$ cat src/rtl/core_host_sequencer_if.sv
// core_host_sequencer_if: host-side load stream, SRAM host ports, corelet handshake and readback stream
interface core_host_sequencer_if;
  logic         start;
  logic         busy;
  logic         done;
  logic         error;
  logic         in_valid;
  logic         in_ready;
  logic [31:0]  in_data;
  logic         cl_sel;
  logic [31:0]  ACT_d;
  logic [6:0]   ACT_addr;
  logic         ACT_cen;
  logic         ACT_wen;
  logic [31:0]  W_d;
  logic [6:0]   W_addr;
  logic         W_cen;
  logic         W_wen;
  logic [3:0]   OP_addr;
  logic         OP_cen;
  logic         OP_wen;
  logic [127:0] OP_q;
  logic         seq_begin;
  logic         seq_done;
  logic         out_valid;
  logic         out_ready;
  logic [127:0] out_data;
  modport master (
    input  start, in_valid, in_data, OP_q, seq_done, out_ready,
    output busy, done, error, in_ready, cl_sel,
           ACT_d, ACT_addr, ACT_cen, ACT_wen,
           W_d, W_addr, W_cen, W_wen,
           OP_addr, OP_cen, OP_wen,
           seq_begin, out_valid, out_data
  );
  modport slave (
    output start, in_valid, in_data, OP_q, seq_done, out_ready,
    input  busy, done, error, in_ready, cl_sel,
           ACT_d, ACT_addr, ACT_cen, ACT_wen,
           W_d, W_addr, W_cen, W_wen,
           OP_addr, OP_cen, OP_wen,
           seq_begin, out_valid, out_data
  );
endinterface

$ cat src/rtl/core_host_sequencer.sv
// core_host_sequencer: loads ACT/W SRAMs, hands them to the corelet for one run, then drains OP SRAM
module core_host_sequencer #(
  parameter int ACT_WORDS = 36,
  parameter int W_WORDS   = 72,
  parameter int OP_WORDS  = 16,
  parameter int TIMEOUT   = 4096
) (
  input logic clk,
  input logic reset,
  core_host_sequencer_if.master bus
);
  localparam int TW = $clog2(TIMEOUT + 1);
  typedef enum logic [3:0] {
    IDLE, LOAD_ACT, LOAD_W, FLUSH, RUN_START, RUN_WAIT, RD_REQ, RD_CAP, RD_OUT, DONE
  } state_t;
  state_t state, state_n;
  logic [6:0] cnt, cnt_n;
  logic [3:0] rcnt, rcnt_n;
  logic [TW-1:0] tcnt, tcnt_n;
  logic acc, oh, act_wr, w_wr, last_act, last_w, last_rd, tmo, error_n, out_valid_n;
  logic [127:0] out_data_n;
  assign acc      = bus.in_valid && bus.in_ready;
  assign oh       = bus.out_valid && bus.out_ready;
  assign last_act = cnt == 7'(ACT_WORDS - 1);
  assign last_w   = cnt == 7'(W_WORDS - 1);
  assign last_rd  = rcnt == 4'(OP_WORDS - 1);
  assign tmo      = tcnt == TW'(TIMEOUT - 1);
  always_ff @(posedge clk or posedge reset)
    if (reset) begin
      state         <= IDLE;
      cnt           <= '0;
      rcnt          <= '0;
      tcnt          <= '0;
      bus.busy      <= 1'b0;
      bus.done      <= 1'b0;
      bus.error     <= 1'b0;
      bus.in_ready  <= 1'b0;
      bus.cl_sel    <= 1'b1;
      bus.ACT_d     <= '0;
      bus.ACT_addr  <= '0;
      bus.ACT_cen   <= 1'b1;
      bus.ACT_wen   <= 1'b1;
      bus.W_d       <= '0;
      bus.W_addr    <= '0;
      bus.W_cen     <= 1'b1;
      bus.W_wen     <= 1'b1;
      bus.OP_addr   <= '0;
      bus.OP_cen    <= 1'b1;
      bus.OP_wen    <= 1'b1;
      bus.seq_begin <= 1'b0;
      bus.out_valid <= 1'b0;
      bus.out_data  <= '0;
    end else begin
      state         <= state_n;
      cnt           <= cnt_n;
      rcnt          <= rcnt_n;
      tcnt          <= tcnt_n;
      bus.busy      <= state_n != IDLE;
      bus.done      <= state_n == DONE;
      bus.error     <= error_n;
      bus.in_ready  <= state_n == LOAD_ACT || state_n == LOAD_W;
      bus.cl_sel    <= !(state_n == RUN_START || state_n == RUN_WAIT);
      bus.ACT_d     <= act_wr ? bus.in_data : bus.ACT_d;
      bus.ACT_addr  <= act_wr ? cnt : bus.ACT_addr;
      bus.ACT_cen   <= !act_wr;
      bus.ACT_wen   <= !act_wr;
      bus.W_d       <= w_wr ? bus.in_data : bus.W_d;
      bus.W_addr    <= w_wr ? cnt : bus.W_addr;
      bus.W_cen     <= !w_wr;
      bus.W_wen     <= !w_wr;
      bus.OP_addr   <= state_n == RD_REQ ? rcnt_n : bus.OP_addr;
      bus.OP_cen    <= state_n != RD_REQ;
      bus.OP_wen    <= 1'b1;
      bus.seq_begin <= state_n == RUN_START;
      bus.out_valid <= out_valid_n;
      bus.out_data  <= out_data_n;
    end
  always_comb begin
    state_n = state;
    case (state)
      IDLE:      if (bus.start) state_n = LOAD_ACT;
      LOAD_ACT:  if (acc && last_act) state_n = LOAD_W;
      LOAD_W:    if (acc && last_w) state_n = FLUSH;
      FLUSH:     state_n = RUN_START;
      RUN_START: state_n = RUN_WAIT;
      RUN_WAIT:  state_n = bus.seq_done ? RD_REQ : tmo ? DONE : RUN_WAIT;
      RD_REQ:    state_n = RD_CAP;
      RD_CAP:    state_n = RD_OUT;
      RD_OUT:    if (oh) state_n = last_rd ? DONE : RD_REQ;
      DONE:      state_n = IDLE;
      default:   state_n = IDLE;
    endcase
  end
  // The load counter is shared by both SRAM phases and restarts at the ACT->W boundary
  always_comb begin
    act_wr      = acc && state == LOAD_ACT;
    w_wr        = acc && state == LOAD_W;
    cnt_n       = (state == IDLE || (act_wr && last_act)) ? '0 : cnt + 7'(acc);
    tcnt_n      = state == RUN_START ? '0 : state == RUN_WAIT ? tcnt + 1'b1 : tcnt;
    rcnt_n      = state == RUN_WAIT ? '0 : (state == RD_OUT && oh) ? rcnt + 4'd1 : rcnt;
    error_n     = (state == IDLE && bus.start) ? 1'b0 :
                  (state == RUN_WAIT && !bus.seq_done && tmo) ? 1'b1 : bus.error;
    out_valid_n = state == RD_CAP ? 1'b1 : (state == RD_OUT && oh) ? 1'b0 : bus.out_valid;
    out_data_n  = state == RD_CAP ? bus.OP_q : bus.out_data;
  end
endmodule

$ cat src/flat_wrapper.sv
// flat-port wrapper written by rule: the top's interface ports become plain ports
module core_host_sequencer_flat 
#(
  parameter int ACT_WORDS = 36,
  parameter int W_WORDS   = 72,
  parameter int OP_WORDS  = 16,
  parameter int TIMEOUT   = 4096
)
  (clk, reset, bus_start, bus_in_valid, bus_in_data, bus_OP_q, bus_seq_done, bus_out_ready, bus_busy, bus_done, bus_error, bus_in_ready, bus_cl_sel, bus_ACT_d, bus_ACT_addr, bus_ACT_cen, bus_ACT_wen, bus_W_d, bus_W_addr, bus_W_cen, bus_W_wen, bus_OP_addr, bus_OP_cen, bus_OP_wen, bus_seq_begin, bus_out_valid, bus_out_data);
  core_host_sequencer_if bus_i ();
  input logic clk;
  input logic reset;
  input wire logic [$bits(bus_i.start)-1:0] bus_start;
  input wire logic [$bits(bus_i.in_valid)-1:0] bus_in_valid;
  input wire logic [$bits(bus_i.in_data)-1:0] bus_in_data;
  input wire logic [$bits(bus_i.OP_q)-1:0] bus_OP_q;
  input wire logic [$bits(bus_i.seq_done)-1:0] bus_seq_done;
  input wire logic [$bits(bus_i.out_ready)-1:0] bus_out_ready;
  output wire logic [$bits(bus_i.busy)-1:0] bus_busy;
  output wire logic [$bits(bus_i.done)-1:0] bus_done;
  output wire logic [$bits(bus_i.error)-1:0] bus_error;
  output wire logic [$bits(bus_i.in_ready)-1:0] bus_in_ready;
  output wire logic [$bits(bus_i.cl_sel)-1:0] bus_cl_sel;
  output wire logic [$bits(bus_i.ACT_d)-1:0] bus_ACT_d;
  output wire logic [$bits(bus_i.ACT_addr)-1:0] bus_ACT_addr;
  output wire logic [$bits(bus_i.ACT_cen)-1:0] bus_ACT_cen;
  output wire logic [$bits(bus_i.ACT_wen)-1:0] bus_ACT_wen;
  output wire logic [$bits(bus_i.W_d)-1:0] bus_W_d;
  output wire logic [$bits(bus_i.W_addr)-1:0] bus_W_addr;
  output wire logic [$bits(bus_i.W_cen)-1:0] bus_W_cen;
  output wire logic [$bits(bus_i.W_wen)-1:0] bus_W_wen;
  output wire logic [$bits(bus_i.OP_addr)-1:0] bus_OP_addr;
  output wire logic [$bits(bus_i.OP_cen)-1:0] bus_OP_cen;
  output wire logic [$bits(bus_i.OP_wen)-1:0] bus_OP_wen;
  output wire logic [$bits(bus_i.seq_begin)-1:0] bus_seq_begin;
  output wire logic [$bits(bus_i.out_valid)-1:0] bus_out_valid;
  output wire logic [$bits(bus_i.out_data)-1:0] bus_out_data;
  assign bus_i.start = bus_start;
  assign bus_i.in_valid = bus_in_valid;
  assign bus_i.in_data = bus_in_data;
  assign bus_i.OP_q = bus_OP_q;
  assign bus_i.seq_done = bus_seq_done;
  assign bus_i.out_ready = bus_out_ready;
  assign bus_busy = bus_i.busy;
  assign bus_done = bus_i.done;
  assign bus_error = bus_i.error;
  assign bus_in_ready = bus_i.in_ready;
  assign bus_cl_sel = bus_i.cl_sel;
  assign bus_ACT_d = bus_i.ACT_d;
  assign bus_ACT_addr = bus_i.ACT_addr;
  assign bus_ACT_cen = bus_i.ACT_cen;
  assign bus_ACT_wen = bus_i.ACT_wen;
  assign bus_W_d = bus_i.W_d;
  assign bus_W_addr = bus_i.W_addr;
  assign bus_W_cen = bus_i.W_cen;
  assign bus_W_wen = bus_i.W_wen;
  assign bus_OP_addr = bus_i.OP_addr;
  assign bus_OP_cen = bus_i.OP_cen;
  assign bus_OP_wen = bus_i.OP_wen;
  assign bus_seq_begin = bus_i.seq_begin;
  assign bus_out_valid = bus_i.out_valid;
  assign bus_out_data = bus_i.out_data;
  core_host_sequencer #(.ACT_WORDS(ACT_WORDS), .W_WORDS(W_WORDS), .OP_WORDS(OP_WORDS), .TIMEOUT(TIMEOUT)) u_core (.clk(clk), .reset(reset), .bus(bus_i));
endmodule
$ cat config.mk
export PLATFORM = sky130hd
export DESIGN_NAME = core_host_sequencer_flat
export DESIGN_NICKNAME = d
export VERILOG_FILES = /design/src/rtl/core_host_sequencer_if.sv /design/src/rtl/core_host_sequencer.sv /design/src/flat_wrapper.sv
export SDC_FILE = /design/constraint.sdc
export NUM_CORES = 1
export LEC_CHECK = 0
export BUFFER_PORTS_ARGS = -buffer_cell sky130_fd_sc_hd__buf_2
export CAP_MARGIN = 0
export CORE_AREA = 2 2 149 151
export DETAILED_ROUTE_END_ITERATION = 16
export DIE_AREA = 0 0 151 153
export GPL_TIMING_DRIVEN = 0
export PLACE_DENSITY_LB_ADDON = 0.3
export SLEW_MARGIN = 20
export SYNTH_ARGS = -nofsm -noshare
export SYNTH_HDL_FRONTEND = slang
export SYNTH_SLANG_ARGS = --single-unit
$ cat constraint.sdc
create_clock -name clk -period 15.31 [get_ports clk]
set_input_delay 3.8275 -clock clk [delete_from_list [all_inputs] [get_ports clk]]
set_output_delay 3.8275 -clock clk [all_outputs]
set_load 0.01 [all_outputs]
Word level (Yosys, flattened, before mapping) --
Index checks and enable logic that the tools add are counted. W data, S select, Z words.
Word-level totals: bits in registers 248, input bits 166, output and inout bits 223, logic and storage cells 82
Cells by class: add/subtract/negate cells 3, equal/unequal tests 19, muxes and demuxes 17, reductions and logical operators 23
Operators by type and width (count):
- $mux W4 | 9
- $pmux W4 S9 | 1
- $eq A4 B3 Y1 const B | 7
- $mux W13 | 2
- $add A13 B1 Y13 const B | 1
- $eq A13 B12 Y1 const B | 1
- $eq A4 B2 Y1 const B | 3
- $eq A4 B4 Y1 const B | 3
- $logic_and A1 B1 Y1 | 11
- $eq A4 B1 Y1 const B | 2
- $add A7 B1 Y7 | 1
- $eq A7 B6 Y1 const B | 1
- $eq A7 B7 Y1 const B | 1
- $mux W7 | 1
- $reduce_bool A2 Y1 | 3
- $add A4 B1 Y4 const B | 1
- $logic_not A1 Y1 | 4
- $logic_not A4 Y1 | 1
- $mux W1 | 4
- $ne A4 B3 Y1 const B | 1
- $reduce_bool A4 Y1 | 1
- $logic_or A1 B1 Y1 | 3

Logic depth before layout (Yosys ltp) --
depth in word-level cells 7, depth in mapped cells 8

Least setup slack after synthesis --
OpenSTA, ideal clock, no wires.
kind input -> register, start input bus_in_valid, end register u_core.bus.in_ready, setup time 78 ps, arrival 5015 ps, slack 10218 ps, stages on the path 6, cell sequence and2_1 > clkbuf_1 > nand3_1 > a211o_1 > or3_1 > a21oi_1
On the way: word-level cells in the longest chain between the ends 6, elaborated cells between the ends (all ways) 9, classes of those cells 2 x eq/ne; 3 x mux; 4 x reduce/logical
RTL lines:
- start: declaration | line flat_wrapper.sv:14 | input wire logic [$bits(bus_i.in_valid)-1:0] bus_in_valid;
- $logic_and A1 B1 Y1 * | line core_host_sequencer.sv:22 | assign acc = bus.in_valid && bus.in_ready;
- $logic_and A1 B1 Y1, on equally long branches | line core_host_sequencer.sv:83, core_host_sequencer.sv:82
- $mux W4, on equally long branches | line core_host_sequencer.sv:83, core_host_sequencer.sv:82
- $pmux W4 S9 * | line core_host_sequencer.sv:80 | case (state)
- $eq A4 B1 Y1 / $eq A4 B2 Y1 (equally long branches) | line core_host_sequencer.sv:61 | bus.in_ready <= state_n == LOAD_ACT || state_n == LOAD_W;
- $logic_or A1 B1 Y1 * | line core_host_sequencer.sv:61
- end signal: assignment | line core_host_sequencer.sv:37 | bus.in_ready <= 1'b0;
- end signal: assignment | line core_host_sequencer.sv:61
- end: declaration | line core_host_sequencer_if.sv:30 | output busy, done, error, in_ready, cl_sel,
Every way passes the cells marked *; elsewhere a longest branch is shown, timed or not. A chain may end at the register's enable or synchronous reset.

==> results by group <==
Critical path
  • Crit path launch type: flop
  • WP data arrival: 1250 ps
  • Crit-path cells: buf_4 -> buf_2
  • Max FO, Critical Path: 2
  • Critical path's slowest cell: dfstp_2
  • Worst Path Buf+Inv: 2
  • Critical Path Max Stage Delay: 530 ps
  • Req. time, crit path: 11,480 ps
  • Crit end category: primary output
  • Kind of critical path: reg2out
  • Top delay family on crit path: flip-flops

Global routing
  • Largest net degree at the start of global routing: 93
  • GRT overflow: 0
  • Initial antenna violation count: 5
  • First-pass GRT wire length: 43,300 um
  • Total track usage: 23.8%
  • Vias in the first global route: 8,179

Cells and area
  • Final nets: 1,585
  • Most frequent cells in the layout: nand2_1 (518), buf_2 (405), dfrtp_1 (244)
  • Area delta synth->final: 33.7%
  • Layout cell share with drive strength beyond 1: 36.1%
  • Post-route cell area: 13,100 um2
  • Fillers: 1,854
  • Commonest non-fill, non-tap cell in the layout: nand2_1

Route
  • Routed WL: 27,800 um
  • Drt wl/cell: 16.2 um
  • Via count: 8,260
  • DR vias/cell: 4.80
  • DRC viols: 0
  • Starting DRT DRC Count: 310
  • DRT Pass-1 Iters: 5
  • Antenna viol nets, final: 0

Clock network
  • Post-cts repair resize count: 0
  • Clock transition at path regs: 60 ps
  • Clock tree buffer depth: 3
  • Cts bufs inserted: 26
  • CTS tree: yes
  • Clock root cell: clkbuf_16
  • CTS Hold Bufs: 0
  • Worst-Skew Late Latency: 520 ps
  • H-tree depth: 1
  • Post-CTS setup buffers: 0
  • Clock Sinks: 248

Logic synthesis
  • Netlist cell types: 48
  • Mapped Cells: 998
  • Yosys reg bits: 248
  • Sequential fraction of the synthesis area: 63.5%
  • Syn_area_per_cell: 9.81 um2
  • YS warnings: 0
  • Synth Net Count: 1,168
  • Ys async rst share: 100%
  • Number of flops mapped to enable cells by yosys: 0
  • Post-Syn Area: 9790 um2
  • Main synth FF type: dfrtp_1

Worst hold path
  • Worst hold path class: reg2reg

STA
  • Tmin final: 5080 ps
  • Final hold viol count: 0
  • Final setup violating endpoints: 0
  • Final Max Tran Viols: 0
  • Final setup TNS: 0 ps
  • RSZ-0062 raised after global routing: no
  • Worst rel slew slack: 40.3%
  • Max Fclk: 197 MHz
  • Period utilization: 33.2%
  • Worst slew pin tran: 889 ps
  • Final Skew: 10.1 ps

Die
  • Initial Util: 45.6%
  • IO Count: 389
  • Chip Width: 151 um
  • Die area: 23,100 um2
  • # rows: 54
  • Die H: 153 um
  • Core Region: 21,500 um2

Place
  • GPL Wtd Cong: 0.869
  • Area after DPL: 12,100 um2
  • IO buf count: 387
  • HPWL after DPL: 20,500 um

Power and ir drop
  • Max IR drop VDD: 0.0776 mV
  • Pwr Density: 127 nW/um2
  • Leakage: 0.00677 uW

Outcome
  • Status: completed

Job
  • Max-capacitance violation count: 0
## worst register-to-register path, cell delays in order (launching register included)
cell and delay, ps:
dfrtp_1 470, clkbuf_1 410, nand2_1 100, nor2_1 240
clkbuf_1 540, buf_2 470, nand2_1 120, nand2_1 80
## metal layers
layer  track usage, %  vias up  share of wire, %  routed length (um)
met5                0        -             0.040                  11
met4             7.74        2               3.3                 905
met3             6.78       63               8.7                2420
met2             40.3      339                48               13300
met1             29.2     3874                40               11100
li1                 -     3982                 -                   -
## kinds of logic after synthesis
family                   after synthesis  share of synthesized area (%)
buffers and inverters                 61                           2.88
XOR/XNOR                              16                           1.43
AND/OR/NAND/NOR                      600                           24.9
AO/OA/AOI/OAI                         23                           1.67
flip-flops                           248                           63.5
other                                  1                         0.0383
adder cells (fa/ha/maj)                4                          0.511
multiplexers                          45                           5.15
## path summary, 6_finish.rpt
| check | startpoint | endpoint | slack [ps] | depth (start not counted) |
|---|---|---|---|---|
| max | u_core.bus.W_cen$_DFF_PP1_ | bus_W_wen | 10230 | 2 |
| min | u_core.bus.ACT_d[4]$_DFFE_PP0P_ | u_core.bus.ACT_d[4]$_DFFE_PP0P_ | 470 | 2 |
| max reg2reg | u_core.state[0]$_DFF_PP0_ | u_core.bus.out_data[29]$_DFFE_PP0P_ | 12830 | 7 |
| min reg2reg | u_core.bus.ACT_d[4]$_DFFE_PP0P_ | u_core.bus.ACT_d[4]$_DFFE_PP0P_ | 470 | 2 |
| max in group asynchronous | reset | u_core.bus.ACT_cen$_DFF_PP1_ | 11070 | 3 |
| min in group asynchronous | reset | u_core.bus.out_data[38]$_DFFE_PP0P_ | 3370 | 2 |
## synth_stat cells (3+ instances only)
master / number / area (um2)
buf_4: 6 / 45.0
nor3_2: 3 / 30.0
nor2_2: 3 / 18.8
nand2b_1: 5 / 31.3
nand4_1: 4 / 25.0
a21o_1: 3 / 22.5
o21ai_0: 5 / 25.0
ha_1: 4 / 50.1
inv_1: 10 / 37.5
dfrtp_1: 244 / 6110
nor2_1: 28 / 105
a31oi_1: 3 / 18.8
xor2_1: 8 / 70.1
nor3_1: 4 / 20.0
nand3_1: 15 / 75.1
buf_2: 18 / 90.1
xnor2_1: 8 / 70.1
mux2_2: 41 / 462
dfstp_2: 4 / 105
clkbuf_1: 25 / 93.8
a21oi_1: 4 / 20.0
nand2_1: 518 / 1940
## per-stage QoR
step           cells  utilization (%)  setup slack (ps)  hold WS [ps]  total power, uW
2_1_floorplan    998                -              4670           476              881
3_3_place_gp    1665             56.2              1930           453              986
3_5_place_dp    1667             56.5              9770           457              994
4_1_cts         1715             60.9             10210           472             1680
5_1_grt         1717             60.9             10170           487             1740
6_report        1720             60.9             10230           466             1660
## layout make-up
cell class,instances,area [um2],share of cell area [%]
antenna,5,12.5,0.0956
buffer,51,244,1.86
clock buffer,35,766,5.85
clock inverter,13,173,1.32
inverter,10,45.0,0.344
multi-input combinational,689,3300,25.2
sequential,248,6210,47.5
tap,280,350,2.68
timing repair buffer,389,1990,15.2
## flip-flops by register name, indices dropped and copies added (netlist names), 4 cells and up
| signal | count |
|---|---|
| u_core.bus.W_d | 32 |
| u_core.state | 4 |
| u_core.bus.ACT_addr | 7 |
| u_core.rcnt | 4 |
| u_core.bus.ACT_d | 32 |
| u_core.bus.OP_addr | 4 |
| u_core.cnt | 7 |
| u_core.bus.W_addr | 7 |
| u_core.bus.out_data | 128 |
| u_core.tcnt | 13 |
## where the power goes
part	leakage, uW	internal [uW]	switching, uW
Combinational	0.00362	93.1	137
Sequential	0.00270	714	35.9
Clock	0.000459	418	261
Total	0.00677	1220	434
Note: power is estimated with default switching activity, not from simulation.
